--- config.mk ---
export PLATFORM = sky130hd
export DESIGN_NAME = lsu_mem_stage_flat
export DESIGN_NICKNAME = d
export VERILOG_FILES = /design/src/rtl/lsu_mem_stage_if.sv /design/src/rtl/lsu_mem_stage.sv /design/src/flat_wrapper.sv
export SDC_FILE = /design/constraint.sdc
export NUM_CORES = 1
export LEC_CHECK = 0
export CORE_MARGIN = 2
export CORE_UTILIZATION = 35
export DETAILED_ROUTE_END_ITERATION = 8
export GPL_ROUTABILITY_DRIVEN = 0
export PLACE_DENSITY = 0.67
export SYNTH_ARGS = -nofsm -noshare
export SYNTH_HDL_FRONTEND = slang
export SYNTH_SLANG_ARGS = --single-unit
--- constraint.sdc ---
create_clock -name CLK -period 6.1 [get_ports CLK]
set_input_delay 1.83 -clock CLK [delete_from_list [all_inputs] [get_ports CLK]]
set_output_delay 1.83 -clock CLK [all_outputs]
set_load 0.05 [all_outputs]
--- src/rtl/lsu_mem_stage_if.sv ---
// ---------------------------------------------------------------------------
// lsu_mem_stage_if
//   Groups the three buses of the load/store unit: the execute-stage request,
//   the data-memory port and the write-back beat, plus the stall flag.
//
//   Parameters: DATA_W (32/64), ADDR_W, RD_W; NB = DATA_W/8 byte lanes.
//
//   Signals:
//     req_valid/req_ready    execute -> LSU handshake
//     req_we, req_size, req_unsigned, req_addr, req_wdata, req_rd
//     mem_req_valid/mem_req_ready, mem_addr, mem_we, mem_be, mem_wdata
//     mem_rsp_valid, mem_rdata
//     wb_valid, wb_rd, wb_data
//     stall                  LSU busy (state != IDLE)
//
//   Modports:
//     slave  - the LSU itself
//     master - the surrounding pipeline and memory (or a testbench)
// ---------------------------------------------------------------------------
interface lsu_mem_stage_if #(
  parameter int DATA_W = 32,
  parameter int ADDR_W = 32,
  parameter int RD_W   = 5
);
  localparam int NB = DATA_W / 8;

  logic              req_valid;
  logic              req_ready;
  logic              req_we;
  logic [1:0]        req_size;
  logic              req_unsigned;
  logic [ADDR_W-1:0] req_addr;
  logic [DATA_W-1:0] req_wdata;
  logic [RD_W-1:0]   req_rd;

  logic              mem_req_valid;
  logic              mem_req_ready;
  logic [ADDR_W-1:0] mem_addr;
  logic              mem_we;
  logic [NB-1:0]     mem_be;
  logic [DATA_W-1:0] mem_wdata;
  logic              mem_rsp_valid;
  logic [DATA_W-1:0] mem_rdata;

  logic              wb_valid;
  logic [RD_W-1:0]   wb_rd;
  logic [DATA_W-1:0] wb_data;

  logic              stall;

  modport slave (
    input  req_valid, req_we, req_size, req_unsigned, req_addr, req_wdata, req_rd,
    output req_ready,
    output mem_req_valid, mem_addr, mem_we, mem_be, mem_wdata,
    input  mem_req_ready, mem_rsp_valid, mem_rdata,
    output wb_valid, wb_rd, wb_data,
    output stall
  );

  modport master (
    output req_valid, req_we, req_size, req_unsigned, req_addr, req_wdata, req_rd,
    input  req_ready,
    input  mem_req_valid, mem_addr, mem_we, mem_be, mem_wdata,
    output mem_req_ready, mem_rsp_valid, mem_rdata,
    input  wb_valid, wb_rd, wb_data,
    input  stall
  );
endinterface

--- src/rtl/lsu_mem_stage.sv ---
// ---------------------------------------------------------------------------
// lsu_mem_stage
//   Load/store unit for the memory/write-back stage of the pipelined MIPS
//   core. Takes one access per handshake from execute, issues it on a
//   valid/ready data-memory port with byte enables, and returns load data
//   aligned and sign/zero-extended as a registered one-cycle write-back beat.
//   Tolerates variable-latency memory; stall is high whenever busy.
//
//   Ports:
//     CLK           clock, all state updates on posedge
//     reset         synchronous, active-high
//     misalign_err  (only with LSU_MISALIGN_TRAP_EN) one-cycle trap pulse
//     bus           lsu_mem_stage_if.slave (request, memory, write-back, stall)
//
//   Byte order is big-endian: byte offset k of an NB-byte word sits in lane
//   NB-1-k. Size 2'b11 means dword and is treated as word when DATA_W=32.
//
//   Configuration macro LSU_MISALIGN_TRAP_EN:
//     undefined - misaligned addresses are silently aligned to the access size
//     defined   - a misaligned access is dropped in ISSUE, misalign_err pulses
//                 for one cycle and the LSU returns to IDLE without write-back
// ---------------------------------------------------------------------------
module lsu_mem_stage #(
  parameter int DATA_W = 32,  // 32 or 64
  parameter int ADDR_W = 32,
  parameter int RD_W   = 5
) (
  input  logic CLK,
  input  logic reset,
`ifdef LSU_MISALIGN_TRAP_EN
  output logic misalign_err,
`endif
  lsu_mem_stage_if.slave bus
);

  localparam int NB    = DATA_W / 8;
  localparam int OFF_W = $clog2(NB);

  typedef enum logic [1:0] {S_IDLE, S_ISSUE, S_WAIT} state_t;

  state_t state, state_nxt;

  // Request holding registers, loaded on the IDLE handshake.
  logic              h_we;
  logic              h_unsigned;
  logic [1:0]        h_size;     // already folded: dword -> word on 32-bit
  logic [ADDR_W-1:0] h_addr;
  logic [DATA_W-1:0] h_wdata;
  logic [RD_W-1:0]   h_rd;

  logic              req_fire;
  logic [1:0]        req_size_eff;

  // Lane decode derived from the held request.
  int                n_bytes;     // access size in bytes
  logic [OFF_W-1:0]  lane_off;    // size-aligned byte offset within the word
  int                lane_shift;  // byte distance of the access from lane 0
  logic [NB-1:0]     be;
  logic [DATA_W-1:0] ext_mask;    // ones above the accessed field
  logic [DATA_W-1:0] store_data;
  logic [DATA_W-1:0] load_data;
`ifdef LSU_MISALIGN_TRAP_EN
  logic              misaligned;
`endif

  assign req_fire     = bus.req_valid && (state == S_IDLE);
  assign req_size_eff = (DATA_W == 32 && bus.req_size == 2'b11) ? 2'b10 : bus.req_size;

  // ------------------------------------------------------------------------
  // Lane / byte-enable decode and data steering
  // ------------------------------------------------------------------------
  always_comb begin
    logic [DATA_W-1:0] shifted;
    logic [DATA_W-1:0] sign_pos;
    logic [DATA_W-1:0] wfield;

    n_bytes    = 32'd1 << h_size;
    lane_off   = h_addr[OFF_W-1:0] & ~OFF_W'(n_bytes - 1);
    lane_shift = NB - n_bytes - int'(lane_off);
    be         = NB'((1 << n_bytes) - 1) << lane_shift;
    ext_mask   = {DATA_W{1'b1}} << (8 * n_bytes);

    // Store: right-justified field replicated across every size-aligned slot.
    wfield     = h_wdata & ~ext_mask;
    store_data = '0;
    for (int i = 0; i < NB; i++) begin
      if ((i & (n_bytes - 1)) == 0)
        store_data = store_data | (wfield << (8 * i));
    end

    // Load: bring the addressed lanes down to bit 0, then extend.
    shifted   = bus.mem_rdata >> (8 * lane_shift);
    sign_pos  = DATA_W'(1) << (8 * n_bytes - 1);
    load_data = (shifted & ~ext_mask) |
                ((!h_unsigned && |(shifted & sign_pos)) ? ext_mask : '0);
  end

`ifdef LSU_MISALIGN_TRAP_EN
  assign misaligned = |(h_addr[OFF_W-1:0] & OFF_W'(n_bytes - 1));
`endif

  // ------------------------------------------------------------------------
  // FSM: state register
  // ------------------------------------------------------------------------
  // NOTE: sequential state uses non-blocking assignments so every flop
  // samples pre-edge values regardless of process evaluation order.
  always_ff @(posedge CLK) begin
    if (reset) state <= S_IDLE;
    else       state <= state_nxt;
  end

  // ------------------------------------------------------------------------
  // FSM: next-state logic
  // ------------------------------------------------------------------------
  always_comb begin
    state_nxt = state;
    case (state)
      S_IDLE:  if (bus.req_valid) state_nxt = S_ISSUE;
      S_ISSUE: begin
`ifdef LSU_MISALIGN_TRAP_EN
        if (misaligned)             state_nxt = S_IDLE;
        else
`endif
        if (bus.mem_req_ready)      state_nxt = h_we ? S_IDLE : S_WAIT;
      end
      S_WAIT:  if (bus.mem_rsp_valid) state_nxt = S_IDLE;
      default: state_nxt = S_IDLE;
    endcase
  end

  // ------------------------------------------------------------------------
  // FSM: outputs
  // ------------------------------------------------------------------------
  // NOTE: every output gets a default before the case so no path leaves a
  // variable unassigned, which would infer a latch.
  always_comb begin
    bus.req_ready     = 1'b0;
    bus.stall         = 1'b1;
    bus.mem_req_valid = 1'b0;
    bus.mem_addr      = '0;
    bus.mem_we        = 1'b0;
    bus.mem_be        = '0;
    bus.mem_wdata     = '0;
`ifdef LSU_MISALIGN_TRAP_EN
    misalign_err      = 1'b0;
`endif
    case (state)
      S_IDLE: begin
        bus.req_ready = 1'b1;
        bus.stall     = 1'b0;
      end
      S_ISSUE: begin
        // Driven purely from holding registers, so stable while ready is low.
        bus.mem_req_valid = 1'b1;
        bus.mem_addr      = {h_addr[ADDR_W-1:OFF_W], {OFF_W{1'b0}}};
        bus.mem_we        = h_we;
        bus.mem_be        = be;
        bus.mem_wdata     = h_we ? store_data : '0;
`ifdef LSU_MISALIGN_TRAP_EN
        if (misaligned) begin
          bus.mem_req_valid = 1'b0;
          misalign_err      = 1'b1;
        end
`endif
      end
      default: ;
    endcase
  end

  // ------------------------------------------------------------------------
  // Request holding registers
  // ------------------------------------------------------------------------
  // NOTE: these data registers are reset as well; it costs little here and
  // keeps the lane decode free of X after reset.
  always_ff @(posedge CLK) begin
    if (reset) begin
      h_we       <= 1'b0;
      h_unsigned <= 1'b0;
      h_size     <= 2'b00;
      h_addr     <= '0;
      h_wdata    <= '0;
      h_rd       <= '0;
    end else if (req_fire) begin
      h_we       <= bus.req_we;
      h_unsigned <= bus.req_unsigned;
      h_size     <= req_size_eff;
      h_addr     <= bus.req_addr;
      h_wdata    <= bus.req_wdata;
      h_rd       <= bus.req_rd;
    end
  end

  // ------------------------------------------------------------------------
  // Write-back beat: responses outside WAIT are ignored.
  // ------------------------------------------------------------------------
  always_ff @(posedge CLK) begin
    if (reset) begin
      bus.wb_valid <= 1'b0;
      bus.wb_rd    <= '0;
      bus.wb_data  <= '0;
    end else begin
      bus.wb_valid <= (state == S_WAIT) && bus.mem_rsp_valid;
      if ((state == S_WAIT) && bus.mem_rsp_valid) begin
        bus.wb_rd   <= h_rd;
        bus.wb_data <= load_data;
      end
    end
  end

endmodule
--- src/flat_wrapper.sv ---
// flat-port wrapper written by rule: the top's interface ports become plain ports
module lsu_mem_stage_flat 
#(
  parameter int DATA_W = 32,             
  parameter int ADDR_W = 32,
  parameter int RD_W   = 5
)
  (CLK, reset, bus_req_valid, bus_req_we, bus_req_size, bus_req_unsigned, bus_req_addr, bus_req_wdata, bus_req_rd, bus_req_ready, bus_mem_req_valid, bus_mem_addr, bus_mem_we, bus_mem_be, bus_mem_wdata, bus_mem_req_ready, bus_mem_rsp_valid, bus_mem_rdata, bus_wb_valid, bus_wb_rd, bus_wb_data, bus_stall);
  lsu_mem_stage_if #(.DATA_W(DATA_W), .ADDR_W(ADDR_W), .RD_W(RD_W)) bus_i ();
  input  logic CLK;
  input  logic reset;
  input wire logic [$bits(bus_i.req_valid)-1:0] bus_req_valid;
  input wire logic [$bits(bus_i.req_we)-1:0] bus_req_we;
  input wire logic [$bits(bus_i.req_size)-1:0] bus_req_size;
  input wire logic [$bits(bus_i.req_unsigned)-1:0] bus_req_unsigned;
  input wire logic [$bits(bus_i.req_addr)-1:0] bus_req_addr;
  input wire logic [$bits(bus_i.req_wdata)-1:0] bus_req_wdata;
  input wire logic [$bits(bus_i.req_rd)-1:0] bus_req_rd;
  output wire logic [$bits(bus_i.req_ready)-1:0] bus_req_ready;
  output wire logic [$bits(bus_i.mem_req_valid)-1:0] bus_mem_req_valid;
  output wire logic [$bits(bus_i.mem_addr)-1:0] bus_mem_addr;
  output wire logic [$bits(bus_i.mem_we)-1:0] bus_mem_we;
  output wire logic [$bits(bus_i.mem_be)-1:0] bus_mem_be;
  output wire logic [$bits(bus_i.mem_wdata)-1:0] bus_mem_wdata;
  input wire logic [$bits(bus_i.mem_req_ready)-1:0] bus_mem_req_ready;
  input wire logic [$bits(bus_i.mem_rsp_valid)-1:0] bus_mem_rsp_valid;
  input wire logic [$bits(bus_i.mem_rdata)-1:0] bus_mem_rdata;
  output wire logic [$bits(bus_i.wb_valid)-1:0] bus_wb_valid;
  output wire logic [$bits(bus_i.wb_rd)-1:0] bus_wb_rd;
  output wire logic [$bits(bus_i.wb_data)-1:0] bus_wb_data;
  output wire logic [$bits(bus_i.stall)-1:0] bus_stall;
  assign bus_i.req_valid = bus_req_valid;
  assign bus_i.req_we = bus_req_we;
  assign bus_i.req_size = bus_req_size;
  assign bus_i.req_unsigned = bus_req_unsigned;
  assign bus_i.req_addr = bus_req_addr;
  assign bus_i.req_wdata = bus_req_wdata;
  assign bus_i.req_rd = bus_req_rd;
  assign bus_req_ready = bus_i.req_ready;
  assign bus_mem_req_valid = bus_i.mem_req_valid;
  assign bus_mem_addr = bus_i.mem_addr;
  assign bus_mem_we = bus_i.mem_we;
  assign bus_mem_be = bus_i.mem_be;
  assign bus_mem_wdata = bus_i.mem_wdata;
  assign bus_i.mem_req_ready = bus_mem_req_ready;
  assign bus_i.mem_rsp_valid = bus_mem_rsp_valid;
  assign bus_i.mem_rdata = bus_mem_rdata;
  assign bus_wb_valid = bus_i.wb_valid;
  assign bus_wb_rd = bus_i.wb_rd;
  assign bus_wb_data = bus_i.wb_data;
  assign bus_stall = bus_i.stall;
  lsu_mem_stage #(.DATA_W(DATA_W), .ADDR_W(ADDR_W), .RD_W(RD_W)) u_core (.CLK(CLK), .reset(reset), .bus(bus_i));
endmodule
Word-level counts from Yosys, hierarchy flattened
Cells that the tools add are included.

operators by class
  bitwise operators = 10
  shifts and indexed selects = 6
  reductions and logical operators = 10
  equality and inequality tests = 6
  add/subtract/negate cells = 5
  multiplexer cells = 18

operators with widths
  kind                    count
  $mux 32                 7
  $or 32x32->32           4
  $and 32x32->32          3
  $logic_not 32->1        3
  $not 32->32             1
  $reduce_or 32->1        1
  $shl 1x2->32 const A    1
  $shl 1x32->32 const A   1
  $shl 1x32->4 const A    1
  $shl 32x32->32 const A  1
  $shl 4x32->4            1
  $shr 32x32->32          1
  $sub 32x2->32 const B   1
  $sub 32x3->32           1
  $sub 4x32->32 const A   1
  $mux 2                  5
  $ne 2x2->1 const B      3
  $pmux 2 s3              1
  $eq 2x2->1 const B      2
  $mux 1                  4
  $mux 4                  1
  $sub 4x2->4 const B     1
  $logic_and 1x1->1       3
  $reduce_and 3->1        1
  other kinds (6)         6

word-level totals
  bits in registers = 113
  input port bits = 110

Logic depth before layout (Yosys ltp)
  word-level depth = 12
  mapped depth = 17
  gate-level depth less buffers = 12

Worst setup path after synthesis
Ideal clock, no wire load.

  kind = register to output
  start point = register u_core.h_size[1]
  end point = output port bus_mem_be[1]
  data required time = 4.270 ns
  data arrival time = 5.188 ns
  cell stages (with the launch flop) = 16
  path slack = -0.918 ns
  path through = dfxtp_1 > clkbuf_1 > clkbuf_1 > clkbuf_1 > nor2_1 > ha_1 > clkbuf_1 > nand3_1 > ha_1 > a21oi_1 > nand2_1 > ha_1 > nand4bb_1 > nor3b_1 > nand2_1 > a211oi_1

on the way
  cells in the longest elaborated chain, start to end = 7
  elaborated cells on any way between the ends = 10
  those cells by class = 4 x add/sub; 3 x shift; 1 x mux; 2 x bitwise

RTL lines
  what                                                   RTL line              text
  start, declared                                        lsu_mem_stage.sv:46   logic [1:0] h_size;
  start signal, assigned                                 lsu_mem_stage.sv:186  h_size <= req_size_eff;
  $shl 1x2->32 *                                         lsu_mem_stage.sv:77   n_bytes = 32'd1 << h_size;
  branches (longest 4 deep; another with $sub 4x32->32)  n/a
  $shl 4x32->4 *                                         lsu_mem_stage.sv:80   be = NB'((1 << n_bytes) - 1) << lane_shift;
  $mux 4 *                                               lsu_mem_stage.sv:147  case (state)
  end, declared                                          flat_wrapper.sv:23    output wire logic [$bits(bus_i.mem_be)-1:0] bus_mem_be;

Mark *: on every way between the ends.

Worst setup path in the final report
  start point = register u_core.h_size[0]
  end point = output port bus_mem_be[1]

The elaborated chain is that of the path after synthesis.

==> results.toml <==
[grt]
first_global_vias = 5777
gr-max-usage-layer = "met2"
overflow = 0
gr-usage-all-layers = 0.218
use_met3 = 0.0778
grt_pass1_wl_mm = 30.7
antenna_found_initial = 2
grtUsageMet2 = 0.330
met1_usage = 0.285
grt_max_degree = 83

[setup_path]
startpoint_type = "register"
r2r-start = "u_core.h_size[0]"
critPathKind = "register to primary output"
r2r-end = "u_core.bus.wb_data[22]"
worst_setup_path_end_kind = "primary output"
worstPathRequired_ns = 4.27
cpMostUsedCell = "ha_1"
r2r_cells = 16
crit_chain = "inv_1, buf_4, nor2_1, ha_1, buf_4, nand3_1, ha_1, a21oi_4, nand2_1, ha_1, nand4bb_2, nor3b_2, buf_6, nand2_2, a211oi_4, buf_12"
path_max_fanout = 20
worstPathArrival_ns = 4.02
critPathSlowestCell = "dfxtp_1"
critPathMaxStageDelay_ns = 0.34
reg2reg_setup_slack_ns = 2.52

[logic_synthesis]
synth_most_common_cell = "nand2_1"
ys_warn_count = 0
synth_top_area_share = 0.389
ys_ff_latch = 113
post-synth-top-area-cell = "dfxtp_1"
synth-main-ff-cell = "dfxtp_1"
avgSynthCellArea_um2 = 7.35
netlist_area_um2 = 5810
synth_edf_count = 0
synth_area_leaders = "dfxtp_1 39%, nand2_1 13%, a21oi_1 11%"
synth_common_cells = "195 x nand2_1, 125 x a21oi_1, 113 x dfxtp_1"
async_flop_share = 0
netlist_instances = 791
ys_seq_area_frac = 0.389
synthDistinctLibCells = 40

[timing]
finalCritPeriodShare = 0.959
slew_viol_final = 0
setup_viol = 0
fmax_mhz = 171
fin_skew_ns = 0.0108
finalCriticalPeriod_ns = 5.85
tightest_slew_ns = 0.865
slew_headroom = 0.424
finalHoldViolations = 0

[cts]
cts-root-buf = "clkbuf_16"
cts_sinks = 113
cts_buffers = 17
cts_tree = "done"
cts_max_path_buffers = 2
cts_max_level = 4
clk_pin_slew_ns = 0.06
clkLatencyLatePin_ns = 0.42

[routing]
routed_via_density = 5.16
finalWirelength_mm = 19.6
vias = 6250
ant_nets = 0
firstDrtPassIters = 5
drt_iter0_markers = 432
drc = 0
wl_per_cell_um = 16.2

[floorplanning]
rows = 47
dieArea_um2 = 17700
initial_utilization = 0.354
ioPinCount = 220
die_w_um = 133
die_h_um = 133
fp.coreArea_um2 = 16400

[finish]
nets = 1095
final_util = 0.541
area_growth_pct = 52.7
nFillCells = 1581
design_area_um2 = 8880
drive_gt1_frac = 0.0949

[placed_design]
portBuffers = 217
dpl_cell_area_um2 = 8220
place_hpwl_mm = 13.2

[min_path]
hold_path_depth = 2
min_path_type = "register to register"
worstHoldStart = "u_core.h_addr[23]"
hold-path-endpoint = "u_core.h_addr[23]"

[run]
cap_viol_max_count = 0

[power_and_ir_drop]
p_leak_nw = 3.16
pwr_density_cell_nw_per_um2 = 262
ir_drop_v = 0.000199

[outcome]
status = "finished clean"
==> worst max path at each step <==
stage                           from       endpoint  depth (start not counted)
floorplan           u_core.h_size[1]  bus_mem_be[1]                         15
CTS                 u_core.h_size[0]  bus_mem_be[1]                         16
global route        u_core.h_size[0]  bus_mem_be[1]                         16
global placement    u_core.h_size[0]  bus_mem_be[1]                         16
finish              u_core.h_size[0]  bus_mem_be[1]                         16
detailed placement  u_core.h_size[0]  bus_mem_be[1]                         16
==> registers in the layout, summed over array words and instances, names as in the netlist <==
signal               count
u_core.h_size            2
u_core.h_addr           32
u_core.bus.wb_rd         5
u_core.h_wdata          32
u_core.h_we              1
u_core.h_unsigned        1
u_core.state             2
u_core.bus.wb_data      32
u_core.bus.wb_valid      1
u_core.h_rd              5
==> cell usage in the layout, fill, tap and decap left out, types with 3 or more instances in the layout <==
cell and n:
and3_1 16, nand2_1 193, a211oi_1 9, buf_4 23, mux2i_1 4, a31oi_1 15, ha_1 5, o31ai_1 7
a311oi_1 8, dfxtp_1 113, clkdlybuf4s50_1 211, mux4_2 8, clkbuf_16 17, mux2_2 8, nand3_1 26, bufinv_16 4
or4b_2 8, nor3b_1 9, nor2_1 30, buf_12 4, inv_1 21, o21ai_0 28, a22oi_1 5, nor3_1 24
and2_1 30, clkbuf_8 3, a21oi_1 122
==> kinds of logic (layout without fill, tap and decap cells) <==
| kind of cell | after synthesis | count (layout) | share of synthesized area |
|---|---|---|---|
| AND/OR/NAND/NOR | 354 | 354 | 0.283 |
| flip-flops | 113 | 113 | 0.389 |
| adder cells (fa/ha/maj) | 6 | 6 | 0.0142 |
| multiplexers | 20 | 20 | 0.0534 |
| AO/OA/AOI/OAI | 201 | 201 | 0.193 |
| buffers and inverters | 95 | 294 | 0.0652 |
| other | 1 | 3 | 0.000645 |
| XOR/XNOR | 1 | 1 | 0.00151 |
==> critical path, delay by kind of cell (launching register included) <==
kind / cells / cell delay (ns)
compound gates: 2 / 0.47
fa+ha+maj: 3 / 0.88
buf+inv: 5 / 0.87
flops: 1 / 0.34
simple gates: 6 / 1.03
==> timing repair <==
action,CTS,global route
endpoints found under the setup margin,0,4
hold buffers,0,0
buffers inserted,0,1
resized for setup,0,4
==> where the power goes <==
| group | leakage (nW) | internal [mW] | total, mW | switching, mW |
|---|---|---|---|---|
| registers | 0.922 | 0.775 | 0.801 | 0.0258 |
| clock network | 0.306 | 0.713 | 1.07 | 0.356 |
| logic | 1.93 | 0.194 | 0.459 | 0.265 |
==> metrics by stage <==
step / worst slack (ns) / setup TNS [ns] / total power [mW] / cells / hold slack (ns)
CTS: 0.0223 / 0 / 2.34 / 1209 / 0.449
global placement: 0.573 / 0 / 1.26 / 1178 / 0.437
global route: -0.00563 / -0.00563 / 2.43 / 1212 / 0.468
floorplan: 0.0219 / 0 / 1.08 / 792 / 0.432
finish: 0.252 / 0 / 2.33 / 1212 / 0.447
detailed placement: 0.468 / 0 / 1.26 / 1178 / 0.442
==> per-layer routing <==
| layer | vias up | wire length (um) |
|---|---|---|
| met5 | - | 12 |
| met4 | 2 | 403 |
| met3 | 35 | 1870 |
| met2 | 268 | 8650 |
| met1 | 2849 | 8670 |
| li1 | 3096 | - |
==> final cells by class <==
cell class                 count  area [um2]  area share
multi-input combinational    584        3240       0.365
timing repair buffer         240        2380       0.268
sequential                   113        2260       0.255
clock buffer                  22         474      0.0534
tap                          220         275      0.0310
clock inverter                 9         155      0.0175
inverter                      23        86.3     0.00972
antenna                        1        2.50    0.000282
Power figures use the tool's default switching activity.
